### config.mk
export PLATFORM = sky130hd
export DESIGN_NAME = half_subtracter
export DESIGN_NICKNAME = d
export VERILOG_FILES = /design/src/rtl/half_subtracter_pkg.sv /design/src/rtl/half_subtracter_cell.sv /design/src/rtl/half_subtracter.sv
export SDC_FILE = /design/constraint.sdc
export NUM_CORES = 1
export LEC_CHECK = 0
export CAP_MARGIN = 10
export CORE_AREA = 2 2 39 41
export CTS_CLUSTER_SIZE = 16
export DETAILED_ROUTE_END_ITERATION = 16
export DIE_AREA = 0 0 41 43
export HOLD_SLACK_MARGIN = 0.1
export PLACE_DENSITY = 0.37
export SETUP_SLACK_MARGIN = 0.4
export SLEW_MARGIN = 20
export SYNTH_ARGS = -nofsm -noshare
export SYNTH_HDL_FRONTEND = slang
export SYNTH_SLANG_ARGS = --single-unit
### constraint.sdc
create_clock -name clk -period 0.8 [get_ports clk]
set_input_delay 0.24 -clock clk [delete_from_list [all_inputs] [get_ports clk]]
set_output_delay 0.24 -clock clk [all_outputs]
set_load 0.02 [all_outputs]
### src/rtl/half_subtracter_pkg.sv
// half_subtracter_pkg: default sizes and the per-lane result type shared by the subtracter files
package half_subtracter_pkg;
  localparam int DEFAULT_WIDTH = 1;
  localparam int DEFAULT_CNT_W = 16;
  typedef struct packed {
    logic d;
    logic b_out;
  } lane_t;
endpackage

### src/rtl/half_subtracter_cell.sv
// half_subtracter_cell: one combinational 1-bit half-subtracter lane
module half_subtracter_cell
  import half_subtracter_pkg::*;
(
  input  logic  i_a,
  input  logic  i_b,
  output lane_t o_res
);
  assign o_res = '{d: i_a ^ i_b, b_out: ~i_a & i_b};
endmodule

### src/rtl/half_subtracter.sv
// half_subtracter: WIDTH independent half-subtracter lanes, combinational plus registered results
// Optional saturating borrow counter under HALF_SUBTRACTER_STATS_EN.
module half_subtracter
  import half_subtracter_pkg::*;
#(
  parameter int WIDTH = DEFAULT_WIDTH,
  parameter int CNT_W = DEFAULT_CNT_W
) (
  input  logic [WIDTH-1:0] A,
  input  logic [WIDTH-1:0] B,
  output logic [WIDTH-1:0] D,
  output logic [WIDTH-1:0] B_out,
  input  logic             clk,
  input  logic             rst,
  input  logic             in_valid,
  output logic [WIDTH-1:0] D_q,
  output logic [WIDTH-1:0] B_out_q,
  output logic             out_valid
`ifdef HALF_SUBTRACTER_STATS_EN
  ,
  output logic [CNT_W-1:0] borrow_cnt
`endif
);
  lane_t w_res [WIDTH];
  for (genvar i = 0; i < WIDTH; i++) begin : g_lane
    half_subtracter_cell u_cell (
      .i_a  (A[i]),
      .i_b  (B[i]),
      .o_res(w_res[i])
    );
    assign D[i]     = w_res[i].d;
    assign B_out[i] = w_res[i].b_out;
  end
  always_ff @(posedge clk) begin
    if (rst) begin
      D_q       <= '0;
      B_out_q   <= '0;
      out_valid <= 1'b0;
    end else begin
      out_valid <= in_valid;
      if (in_valid) begin
        D_q     <= D;
        B_out_q <= B_out;
      end
    end
  end
`ifdef HALF_SUBTRACTER_STATS_EN
  always_ff @(posedge clk) begin
    if (rst)
      borrow_cnt <= '0;
    else if (in_valid && |B_out && !(&borrow_cnt))
      borrow_cnt <= borrow_cnt + 1'b1;
  end
`else
  if (CNT_W < 1) begin : g_cnt_w_unused
  end
`endif
endmodule

=== Word level (Yosys, flattened, before mapping) ===
Index checks and enable logic that the tools add are counted.

* Bitwise operators: 3

{| class="wikitable"
|+ Operators with widths
! cell !! number
|-
| $and A1 B1 Y1 || 1
|-
| $not A1 Y1 || 1
|-
| $xor A1 B1 Y1 || 1
|}

* Flip-flop bits (word level): 3
* Input bits: 5

=== Longest topological paths before layout ===
Gate-level depths: netlist of the first run.

* Depth after elaboration: 2
* Depth in mapped cells: 4

=== Modules after synthesis ===
A second synthesis of the first run with hierarchy kept.

* Cells, all modules: 11
* Area, all modules: 113.9 µm²

{| class="wikitable"
|+ Modules (own cells, without submodules)
! module !! times used !! cells an instance !! area an instance (µm²)
|-
| half_subtracter || 1 || 8 || 93.8
|-
| half_subtracter_cell || 1 || 3 || 20.0
|}

=== Worst setup path before layout of the first run ===
OpenSTA, ideal clock, no wires.

* Path type: input-to-output
* From: input A
* To: output D
* Arrival: 0.698 ns
* Path slack: -0.138 ns
* Stages on the path: 3
* Path buffers: 0
* Path through: inv_1 -> ha_1 -> inv_1

* Cells in the longest elaborated chain, start to end: 1

{| class="wikitable"
|+ RTL lines
! item !! RTL line !! text
|-
| from (decl) || half_subtracter.sv:9 || <nowiki>input logic [WIDTH-1:0] A,</nowiki>
|-
| $xor A1 B1 Y1 || half_subtracter_cell.sv:9 || <nowiki>assign o_res = '{d: i_a ^ i_b, b_out: ~i_a & i_b};</nowiki>
|-
| to (decl) || half_subtracter.sv:11 || <nowiki>output logic [WIDTH-1:0] D,</nowiki>
|}

Every way passes these cells.

=== Worst setup path after layout of the first run ===
Ends and elaborated chain as after synthesis.

==> results of run 1 <==
==> cell usage after synthesis (all sizes together) <==
| cell | count |
|---|---|
| ha | 1 |
| nor2 | 2 |
| inv | 2 |
| a211oi | 1 |
| mux2i | 1 |
| dfxtp | 3 |
| nor2b | 1 |
==> worst max-delay path by stage <==
stage | startpoint | endpoint | slack (ns)
final | A | D | -0.19
after global routing | A | D | -0.20
after CTS | A | D | -0.20
after detailed placement | A | D | -1.13
after global placement | A | D | -1.14
after floorplan | A | D | 0.003
==> stage by stage <==
| stage | worst slack, ns | area [um2] | utilization [%] | std cells |
|---|---|---|---|---|
| 3_3_place_gp | -1.138 | 255.2 | 18.44 | 36 |
| 4_1_cts | -0.1966 | 301.5 | 21.79 | 41 |
| 6_report | -0.1948 | 296.5 | 21.43 | 41 |
| 5_1_grt | -0.2042 | 296.5 | 21.43 | 41 |
| 2_1_floorplan | 0.003308 | 145.1 | - | 11 |
| 3_5_place_dp | -1.130 | 255.2 | 18.44 | 36 |
==> sequential cells by signal, summed over array words and instances, names as in the netlist <==
name	flops
D_q	1
out_valid	1
B_out_q	1
==> cell families (layout without fill, tap and decap cells) <==
logic type	after synthesis	in the layout	share of synthesized area, %
AO/OA/AOI/OAI	1	1	6.744
adder cells (fa/ha/maj)	1	1	11.23
buffers and inverters	2	16	6.744
flip-flops	3	3	53.93
multiplexers	1	1	8.989
AND/OR/NAND/NOR	3	3	12.37
==> metal layers <==
| metal | routed length, um | vias up | global-route usage [%] | part of all wire, % |
|---|---|---|---|---|
| met3 | 73 | 2 | 6.806 | 20 |
| met5 | 0 | - | 0 | 0 |
| met4 | 12 | 0 | 8.000 | 3.4 |
| met1 | 144 | 55 | 5.112 | 40 |
| met2 | 127 | 10 | 5.000 | 35 |
| li1 | - | 64 | - | - |
==> power breakdown <==
part / total, mW / switching [mW] / internal [mW]
registers: 0.161 / 0.00550 / 0.156
logic: 0.130 / 0.0570 / 0.0729
clock network: 0.255 / 0.0683 / 0.186
total: 0.546 / 0.131 / 0.415
==> critical path: stages <==
cell   delay, ns
buf_8       0.08
inv_8       0.03
ha_4        0.26
inv_4       0.03
buf_6       0.11
==> placed cells by master, fill, tap and decap left out <==
| cell type | n |
|---|---|
| buf_4 | 1 |
| buf_8 | 1 |
| buf_6 | 6 |
| a211oi_2 | 1 |
| clkbuf_4 | 3 |
| ha_4 | 1 |
| mux2i_1 | 1 |
| inv_8 | 1 |
| clkbuf_1 | 1 |
| nor2b_1 | 1 |
| nor2_1 | 2 |
| dfxtp_4 | 3 |
| clkbuf_2 | 1 |
| inv_4 | 1 |
| buf_2 | 1 |
==> timing repair <==
| item | in CTS | in global routing |
|---|---|---|
| pin swaps | 2 | 1 |
| resized for setup | 49 | 1 |
| endpoints found under the setup margin | 8 | 8 |
| setup buffers | 1 | 0 |
==> cell type report <==
| cell class | count | area (um2) |
|---|---|---|
| clock buffer | 4 | 26.28 |
| fill | 159 | 1087 |
| inverter | 2 | 17.52 |
| multi-input combinational | 6 | 61.31 |
| sequential | 3 | 71.32 |
| tap | 16 | 20.02 |
| timing repair buffer | 10 | 100.1 |
==> impl.org, run 1 <==
** Synthesis
- Post-synth top area cell :: dfxtp_1
- After technology mapping, the gate count stands at 11.
- Post-Syn Area per Cell :: 10.12 um2
- After synthesis, the largest area contributor takes up 53.93% of total cell area.
- Sequential elements use 53.93% of the synthesized area.
- Syn Std Cell Area :: 111.4 um2
- The netlist uses 7 different library cells.
- Cell types occupying the most area after synthesis :: dfxtp_1, ha_1, mux2i_1
- Flops & latches, synth :: 3
- Count of yosys warnings during synthesis :: 0
- When the netlist entered floorplanning its net count stood at 17.

** Clock tree
- The root buffer cell chosen for the clock tree is clkbuf_4.
- Clock net sink count :: 3
- Post-CTS clock slew at the launch and capture registers of the worst setup and hold paths :: 0.03 ns
- H-tree depth reported by CTS :: 1
- The clock reaches the later pin of the worst-skew pair after 0.23 ns.
- Clock buffer count from CTS :: 3
- After clock tree synthesis, the flow added hold-fix buffers numbering 0.
- TritonCTS clock tree :: done
- Counting along the longest clock path gives a buffer depth of 2.

** Timing
- The final count of pins violating max slew came to 0.
- Clock skew on the completed layout was measured at 0 ns.
- Measured slew at the worst slew-check pin :: 0.1299 ns
- Number of hold violations in the final report :: 0
- Setup repair after global routing could not meet its margin everywhere.
- Min Hold Slack :: 0.2099 ns
- Min setup slack post-route :: -0.1948 ns
- Fmax achieved :: 1.005 GHz
- The worst pin sits at a relative slew slack of 91.09%.
- Crit share post-route :: 124.3%
- Setup violations remaining at the end of the flow were counted as 5.
- The smallest clock period supported by the final layout is computed as 0.9948 ns.
- Total negative slack :: -0.6072 ns

** Critical path
- In this run the worst path has a maximum fanout of 2.
- The worst setup path is of the input pin to output pin kind.
- R2r worst-path depth :: 2
- Start of the worst register-to-register path :: B_out_q$_SDFFE_PP0P_
- The worst setup path is captured at an output pin.
- For the worst setup path, the data required time is 0.56 ns.
- At the worst endpoint, the arrival time is 0.75 ns.
- Reg2Reg Setup Slack :: 0.18 ns
- Startpoint type of the worst setup path :: input pin
- The worst register-to-register path ends at B_out_q$_SDFFE_PP0P_.

** Global route
- The first global-routing pass estimated 538 um of wire.
- Leftover overflow at the end of global routing :: 0
- The number of global-route vias before repair came to 148.
- Pin count of the biggest net entering global routing :: 5
- Combined global-route utilization of all metal layers :: 5.711%
- Initial antenna violation count :: 0

** Final layout
- Share of final-layout standard cells stronger than drive strength 1 :: 80.00%
- The number of antenna diodes in the final layout is 0.
- Final layout net count :: 32
- Post-synthesis to final-layout area growth :: 166.3%

** Routing
- Via count :: 131
- Wire length per cell :: 8.732 um
- Dividing the detail-routed via count by the number of cells gives 3.195.
- DRC errors left :: 0
- TritonRoute pass-1 iters :: 1
- After the first detailed-routing iteration, the DRC count stood at 0.
- Detail Route Antenna Nets :: 0
- Wire length after detailed routing :: 358 um

** Worst hold path
- Hold path endpoint :: out_valid$_SDFF_PP0_
- The worst hold path begins at rst.
- HP Class :: input pin to flop
- Worst hold path cell count :: 2

** Power and ir drop
- Power density relative to cell area :: 1840 nW/um2
- In this run the static leakage power is 0.1304 nW.
- Largest vdd supply drop :: 0.5414 mV
- The design draws 545.5 uW.

** Outcome
- The checks that failed: negative setup slack.
- Outcome :: complete, but fails checks

** Floorplanning
- Die span in x :: 41 um
- From bottom edge to top edge, the die measures 43 um.
- Number of rows created at floorplan :: 14
- Starting density of the core :: 8.047%
- Core outline area :: 1384 um2
- The floorplan step defined a die boundary enclosing 1763 um2.
- Count of pins on the block boundary :: 10

** Placed design
- Placed wire-length estimate :: 258.8 um
- Global placer's final weighted congestion :: 0.5284
- In this run the tool buffered the top-level ports with 9 buffer cells.

** Job
- The tool flagged a number of max-cap violations equal to 0.
(Power assumes the default switching activity.)
==> run 2, diff against run 1 <==
--- a/config.mk
+++ b/config.mk
@@ -12,6 +12,7 @@
 export DIE_AREA = 0 0 41 43
 export HOLD_SLACK_MARGIN = 0.1
 export PLACE_DENSITY = 0.37
+export REMOVE_ABC_BUFFERS = 1
 export SETUP_SLACK_MARGIN = 0.4
 export SLEW_MARGIN = 20
 export SYNTH_ARGS = -nofsm -noshare
==> impl.org, run 2 (same netlist as run 1, synthesis figures left out) <==
** Outcome
- The flow ran to the end, but the final reports show violations.
- The checks that failed: negative setup slack.

** Timing
- The final count of pins violating max slew is 0 (unchanged).
- Minimum period implied by the final worst setup slack :: 0.9767 ns (-0.01812 ns)
- Measured slew at the worst slew-check pin :: 0.1565 ns (+0.02662 ns)
- Min setup slack post-route :: -0.1767 ns (+0.01812 ns)
- The worst hold slack after final layout is 0.1998 ns (-0.01009 ns).
- The worst-case clock skew was 0 ns (unchanged).
- The number of failing setup endpoints in the final timing report was 6 (+1).
- The portion of the clock cycle consumed by the worst path in the final layout came to 122.1% (-2.3 points).
- The worst slew slack as a fraction of its limit is 89.55% (-1.5 points).
- The hold violation total from the final report was 0 (unchanged).
- The total negative slack is -0.5985 ns (+0.008709 ns).
- The highest attainable clock frequency was 1.024 GHz (+1.9%).
- RSZ-0062 raised after global routing :: yes

** Clock tree
- The clock-pin slew on the worst setup and hold paths is 0.03 ns (about the same).
- TritonCTS clock tree :: done
- Clk_lat worst skew :: 0.23 ns (about the same)
- H-tree depth reported by CTS :: 1 (unchanged)
- Number of buffers between clock root and the deepest sink :: 2 (unchanged)
- The tree is rooted in a clkbuf_4.
- Clock net sink count :: 3 (unchanged)
- Clock buffer count from CTS :: 3 (unchanged)

** Routing
- DRC errors left :: 0 (unchanged)
- Initial detailed-routing violation count :: 2 (+2)
- The final routed wire length divided by cell count came to 9.022 um (+3.3%).
- The remaining antenna violation count was 0 (unchanged).
- Number of vias per cell after detailed routing :: 3.133 (-1.9%)
- The via count came to 141 (+7.6%).
- The detailed-routing iteration count for the pre-antenna-repair pass is 2 (+1).
- The wire length after detailed routing came to 406 um (+13%).

** Final layout
- Final layout net count :: 36 (+13%)
- Number of cells in the finished layout apart from fillers :: 45 (+9.8%)
- Registers with the most flip-flops :: B_out_q: 1 flops, D_q: 1 flops, out_valid: 1 flops
- Antenna cells :: 0 (unchanged)
- Top library cells by usage in the layout, fill and taps aside :: buf_6, dfxtp_2, clkbuf_4
- Relative to the synthesized area, the layout overhead comes to 189.9%.
- The fraction of final layout cells with drive strength greater than 1 came to 82.76% (+2.8 points).
- The library cell used most frequently in the layout, excluding fill and tap cells, is buf_6.

** Critical path
- Type of element capturing the critical path :: output pin
- In this run the critical register-to-register path is launched from D_q$_SDFFE_PP0P_.
- Setup Crit Path Kind :: input pin to output pin
- Launch point of the worst path :: B
- Crit path DAT :: 0.74 ns (about the same)
- Startpoint type of the worst setup path :: input pin
- WP data required :: 0.56 ns (about the same)
- The highest fanout seen on the critical path is 2 (unchanged).

** Floorplanning
- Vertical die dimension :: 43 um (unchanged)
- Number of rows created at floorplan :: 14 (unchanged)
- Starting density of the core :: 8.047% (unchanged)
- The horizontal die dimension is 41 um (unchanged).
- Core outline area :: 1384 um2 (unchanged)
- Total die area :: 1763 um2 (unchanged)
- Count of pins on the block boundary :: 10 (unchanged)

** Placed design
- Buffers on Ports :: 9 (unchanged)
- # placed instances :: 37 (+2.8%)
- The routability congestion estimate came to 0.6138 (+16%).

** Global route
- The initial antenna violation count was 0 (unchanged).
- The number of global-route vias before repair is 139 (-6.1%).
- The pin count of the biggest net entering global routing was 5 (unchanged).
- The remaining global-route overflow came to 0 (unchanged).
- Combined global-route utilization of all metal layers :: 6.914% (+1.2 points)
- The global-route wire length before repair came to 641 um (+19%).

** Power and ir drop
- Largest vdd supply drop :: 0.4476 mV (-17%)
- The leakage power summed over all cells was 0.1512 nW (+16%).
- Overall power of the completed layout :: 586.6 uW (+7.5%)
- The total power per unit cell area is 1817 nW/um2 (-1.2%).

** Job
- Count of maximum capacitance violations :: 0 (unchanged)

** Worst hold path
- Worst min-delay path startpoint :: rst
- The tightest min-delay check is of the input pin to flop type.
run 2: worst max-delay path, stage by stage:
cell and delay [ns]:
buf_6 0.10, ha_4 0.26, inv_2 0.03, buf_6 0.12
run 2: stage by stage:
step | area, um2 | util [%] | setup slack [ns]
finish | 322.8 | 23.33 | -0.1767
floorplan | 111.4 | - | -0.1382
global placement | 229.0 | 16.55 | -1.117
CTS | 305.3 | 22.06 | -0.1850
global route | 322.8 | 23.33 | -0.1900
detailed placement | 229.0 | 16.55 | -1.126
run 2: final cells by class:
type | instances | area, um2
Multi-Input combinational cell | 6 | 61.31
Tap cell | 16 | 20.02
Fill cell | 152 | 1061
Timing Repair Buffer | 14 | 141.4
Clock buffer | 4 | 26.28
Inverter | 2 | 10.01
Sequential cell | 3 | 63.81
run 2: routing by layer:
layer / wire length [um] / GRT usage (%) / part of all wire [%]
met1: 144 / 6.070 / 35
met2: 171 / 6.875 / 42
met3: 85 / 9.948 / 21
met4: 4 / 6.000 / 0.99
met5: 0 / 0 / 0
run 2: final timing paths:
kind                                to  slack (ns)  cells after the start
setup reg to reg      D_q$_SDFFE_PP0P_        0.06                      3
hold / removal        D_q$_SDFFE_PP0P_        0.20                      2
setup / recovery                     D       -0.18                      4
hold reg to reg   B_out_q$_SDFFE_PP0P_        0.52                      2
run 2: power by group:
part	switching [mW]	internal, mW	total, mW
Sequential	0.00555	0.161	0.167
Combinational	0.0592	0.0922	0.151
Clock	0.0816	0.187	0.269
Total	0.146	0.440	0.587
run 2: timing repair:
| action | 4_1_cts | 5_1_grt |
|---|---|---|
| hold buffers | 0 | 0 |
| setup endpoints to repair | 8 | 8 |
| resized for setup | 56 | 3 |
| gates cloned | 0 | 0 |
| buffers inserted | 2 | 2 |
| pin swaps | 3 | 2 |
==> run 3, diff against run 2 <==
--- a/config.mk
+++ b/config.mk
@@ -7,11 +7,13 @@
 export LEC_CHECK = 0
 export CAP_MARGIN = 10
 export CORE_AREA = 2 2 39 41
+export CTS_CLUSTER_DIAMETER = 200
 export CTS_CLUSTER_SIZE = 16
 export DETAILED_ROUTE_END_ITERATION = 16
 export DIE_AREA = 0 0 41 43
+export GPL_TIMING_DRIVEN = 0
 export HOLD_SLACK_MARGIN = 0.1
-export PLACE_DENSITY = 0.37
+export PLACE_DENSITY = 0.38
 export REMOVE_ABC_BUFFERS = 1
 export SETUP_SLACK_MARGIN = 0.4
 export SLEW_MARGIN = 20
==> impl.org, run 3 (same netlist as run 1, synthesis figures left out) <==
** Timing
- The number of failing setup endpoints in the final timing report was 5 (-1).
- Min setup slack post-route :: -0.1785 ns (-0.001878 ns)
- Number of hold violations in the final report :: 0 (unchanged)
- The worst-margin pin slew was 0.1355 ns (-0.02100 ns).
- Crit share post-route :: 122.3% (+0.23 points)
- Minimum period implied by the final worst setup slack :: 0.9785 ns (+0.001878 ns)
- The highest attainable clock frequency came to 1.022 GHz (-0.19%).
- Layout Skew :: 0 ns (unchanged)
- The final count of pins violating max slew is 0 (unchanged).
- Setup repair after global routing could not meet its margin everywhere.
- Max transition margin :: 90.71% (+1.2 points)

** Global route
- The total routing usage reported by global routing is 5.020% (-1.9 points).
- Initial antenna violation count :: 0 (unchanged)
- The pin count of the biggest net entering global routing is 5 (unchanged).
- The remaining global-route overflow is 0 (unchanged).
- Vias in the first global route :: 121 (-13%)
- The global-route wire length before repair came to 476 um (-26%).

** Power and ir drop
- Largest vdd supply drop :: 0.4309 mV (-3.7%)
- The switching part of the total came to 24.59% (-0.35 points).
- Proportion of power drawn by combinational gates :: 21.9% (-3.9 points)
- The leakage power summed over all cells is 0.1268 nW (-16%).
- The fraction of power consumed by the clock network came to 48.0% (+2.2 points).
- The switching component of the power came to 135.7 uW (-7.2%).
- Sequential Power Share :: 30.1% (+1.7 points)
- Power density relative to cell area :: 1952 nW/um2 (+7.4%)
- Design internal power :: 416.2 uW (-5.5%)

** Critical path
- Following the worst setup path forward leads to its endpoint at D.
- The critical path required time came to 0.56 ns (about the same).
- The highest fanout seen on the critical path is 2 (unchanged).
- Start of the worst register-to-register path :: D_q$_SDFFE_PP0P_
- Startpoint type of the worst setup path :: input pin
- Reg2reg end :: D_q$_SDFFE_PP0P_
- STA classifies the critical path endpoint as an output pin.
- The number of cells on the worst reg-to-reg path was 2 (-1).
- Setup Crit Path Kind :: input pin to output pin
- Reg2Reg Setup Slack :: 0.17 ns (+0.11 ns)
- The most critical setup path has its startpoint at A.
- Crit path DAT :: 0.74 ns (about the same)

** Final layout
- Post-synthesis to final-layout area growth :: 153.9%
- The fraction of final layout cells with drive strength greater than 1 came to 76.00% (-6.8 points).
- The count of inserted antenna diode cells came to 0 (unchanged).
- Final layout net count :: 32 (-11%)
- Final Cell Area :: 282.8 um2 (-12%)
- Top library cells by usage in the layout, fill and taps aside :: buf_6, dfxtp_2, clkbuf_4
- The library cell used most frequently in the layout, excluding fill and tap cells, is buf_6.
- Final cell utilization of the core :: 20.43% (-2.9 points)
- The largest registers in the layout are B_out_q: 1 flops, D_q: 1 flops, out_valid: 1 flops.

** Routing
- The via count came to 126 (-11%).
- Number of vias per cell after detailed routing :: 3.073 (-1.9%)
- The final routed wire length divided by cell count was 7.561 um (-16%).
- The detailed-routing iteration count for the pre-antenna-repair pass came to 1 (-1).
- The wire length after detailed routing came to 310 um (-24%).
- Initial detailed-routing violation count :: 0 (-2)
- The remaining antenna violation count came to 0 (unchanged).
- DRC errors left :: 0 (unchanged)

** Clock tree
- The total CTS buffers is 3 (unchanged).
- TritonCTS clock tree :: done
- Clock net sink count :: 3 (unchanged)
- In this run the clock root is driven by a clkbuf_4.
- The H-tree depth came to 1 (unchanged).
- The worst-case clock buffer depth came to 2 (unchanged).
- Clk_lat worst skew :: 0.23 ns (about the same)
- Post-CTS clock slew at the launch and capture registers of the worst setup and hold paths :: 0.04 ns (about the same)

** Outcome
- Violations in the final reports :: negative setup slack
- The flow ran to the end, but the final reports show violations.

** Floorplanning
- Die span in x :: 41 um (unchanged)
- Starting density of the core :: 8.047% (unchanged)
- The floorplan die height came to 43 um (unchanged).
- Total die area :: 1763 um2 (unchanged)
- The count of boundary I/O pins was 10 (unchanged).
- Number of rows created at floorplan :: 14 (unchanged)
- Core outline area :: 1384 um2 (unchanged)

** Placed design
- Cell area after placement :: 221.5 um2 (-3.3%)
- Buffers on Ports :: 9 (unchanged)
- Global placer's final weighted congestion :: 0.6223 (+1.4%)

** Worst hold path
- The number of cells traversed by the worst hold path came to 2 (unchanged).
- In this run the worst hold path is classified as input pin to flop.

** Job
- The number of max-capacitance violations reported is 0 (unchanged).
[run 3: cell types whose count changed in the layout (fill, tap and decap cells not counted)]
cell,delta
buf_4,-1
clkbuf_2,-1
clkdlybuf4s15_1,+1
buf_6,-2
buf_8,-1
[run 3: per-stage QoR]
stage               instances  power [mW]  hold slack [ns]  worst slack, ns  TNS [ns]
global placement           36      0.2608           0.4809           -1.122    -4.190
finish                     41      0.5519           0.2529          -0.1785   -0.5498
CTS                        41      0.5674           0.2436          -0.1837   -0.5830
detailed placement         36      0.2621           0.4807           -1.123    -4.281
floorplan                  11      0.2046           0.3116          -0.1382   -0.2095
global route               41      0.5820           0.2629          -0.1905   -0.6342
[run 3: worst min-delay path by stage]
stage	from	to	slack, ns
floorplan	rst	out_valid$_SDFF_PP0_	0.31
global placement	B_out_q$_SDFFE_PP0P_	B_out_q$_SDFFE_PP0P_	0.48
detailed placement	B_out_q$_SDFFE_PP0P_	B_out_q$_SDFFE_PP0P_	0.48
CTS	in_valid	D_q$_SDFFE_PP0P_	0.24
global route	in_valid	D_q$_SDFFE_PP0P_	0.26
finish	in_valid	D_q$_SDFFE_PP0P_	0.25
[run 3: layer usage]
layer / share of wire (%) / vias up / GRT usage (%) / routed length [um]
li1: - / 63 / - / -
met1: 44 / 51 / 4.502 / 135
met2: 34 / 10 / 4.688 / 104
met3: 21 / 2 / 6.283 / 65
met4: 1.3 / 0 / 6.000 / 4
met5: 0 / - / 0 / 0
[run 3: layout make-up]
class                      count  area, um2
sequential                     3      63.81
multi-input combinational      6      61.31
tap                           16      20.02
fill                         152       1101
clock buffer                   4      26.28
timing repair buffer          10      101.3
inverter                       2      10.01
[run 3: power by group through the flow]
stage	Clock, mW	Combinational (mW)	Sequential [mW]
4_1_cts	0.279	0.122	0.166
5_1_grt	0.286	0.129	0.167
2_1_floorplan	0	0.0288	0.176
3_3_place_gp	0	0.0959	0.165
3_5_place_dp	0	0.0969	0.165
6_report	0.265	0.121	0.166
[run 3: critical path: stages]
cell and delay [ns]:
buf_6 0.07, inv_4 0.03, ha_4 0.25, inv_2 0.03
buf_6 0.11
[run 3: what timing repair did]
| action | CTS | global route |
|---|---|---|
| hold endpoints to repair | 0 | 0 |
| resized for setup | 53 | 0 |
| endpoints found under the setup margin | 8 | 7 |
| pin swaps | 2 | 1 |
| buffers inserted | 1 | 0 |
| hold buffers | 0 | 0 |
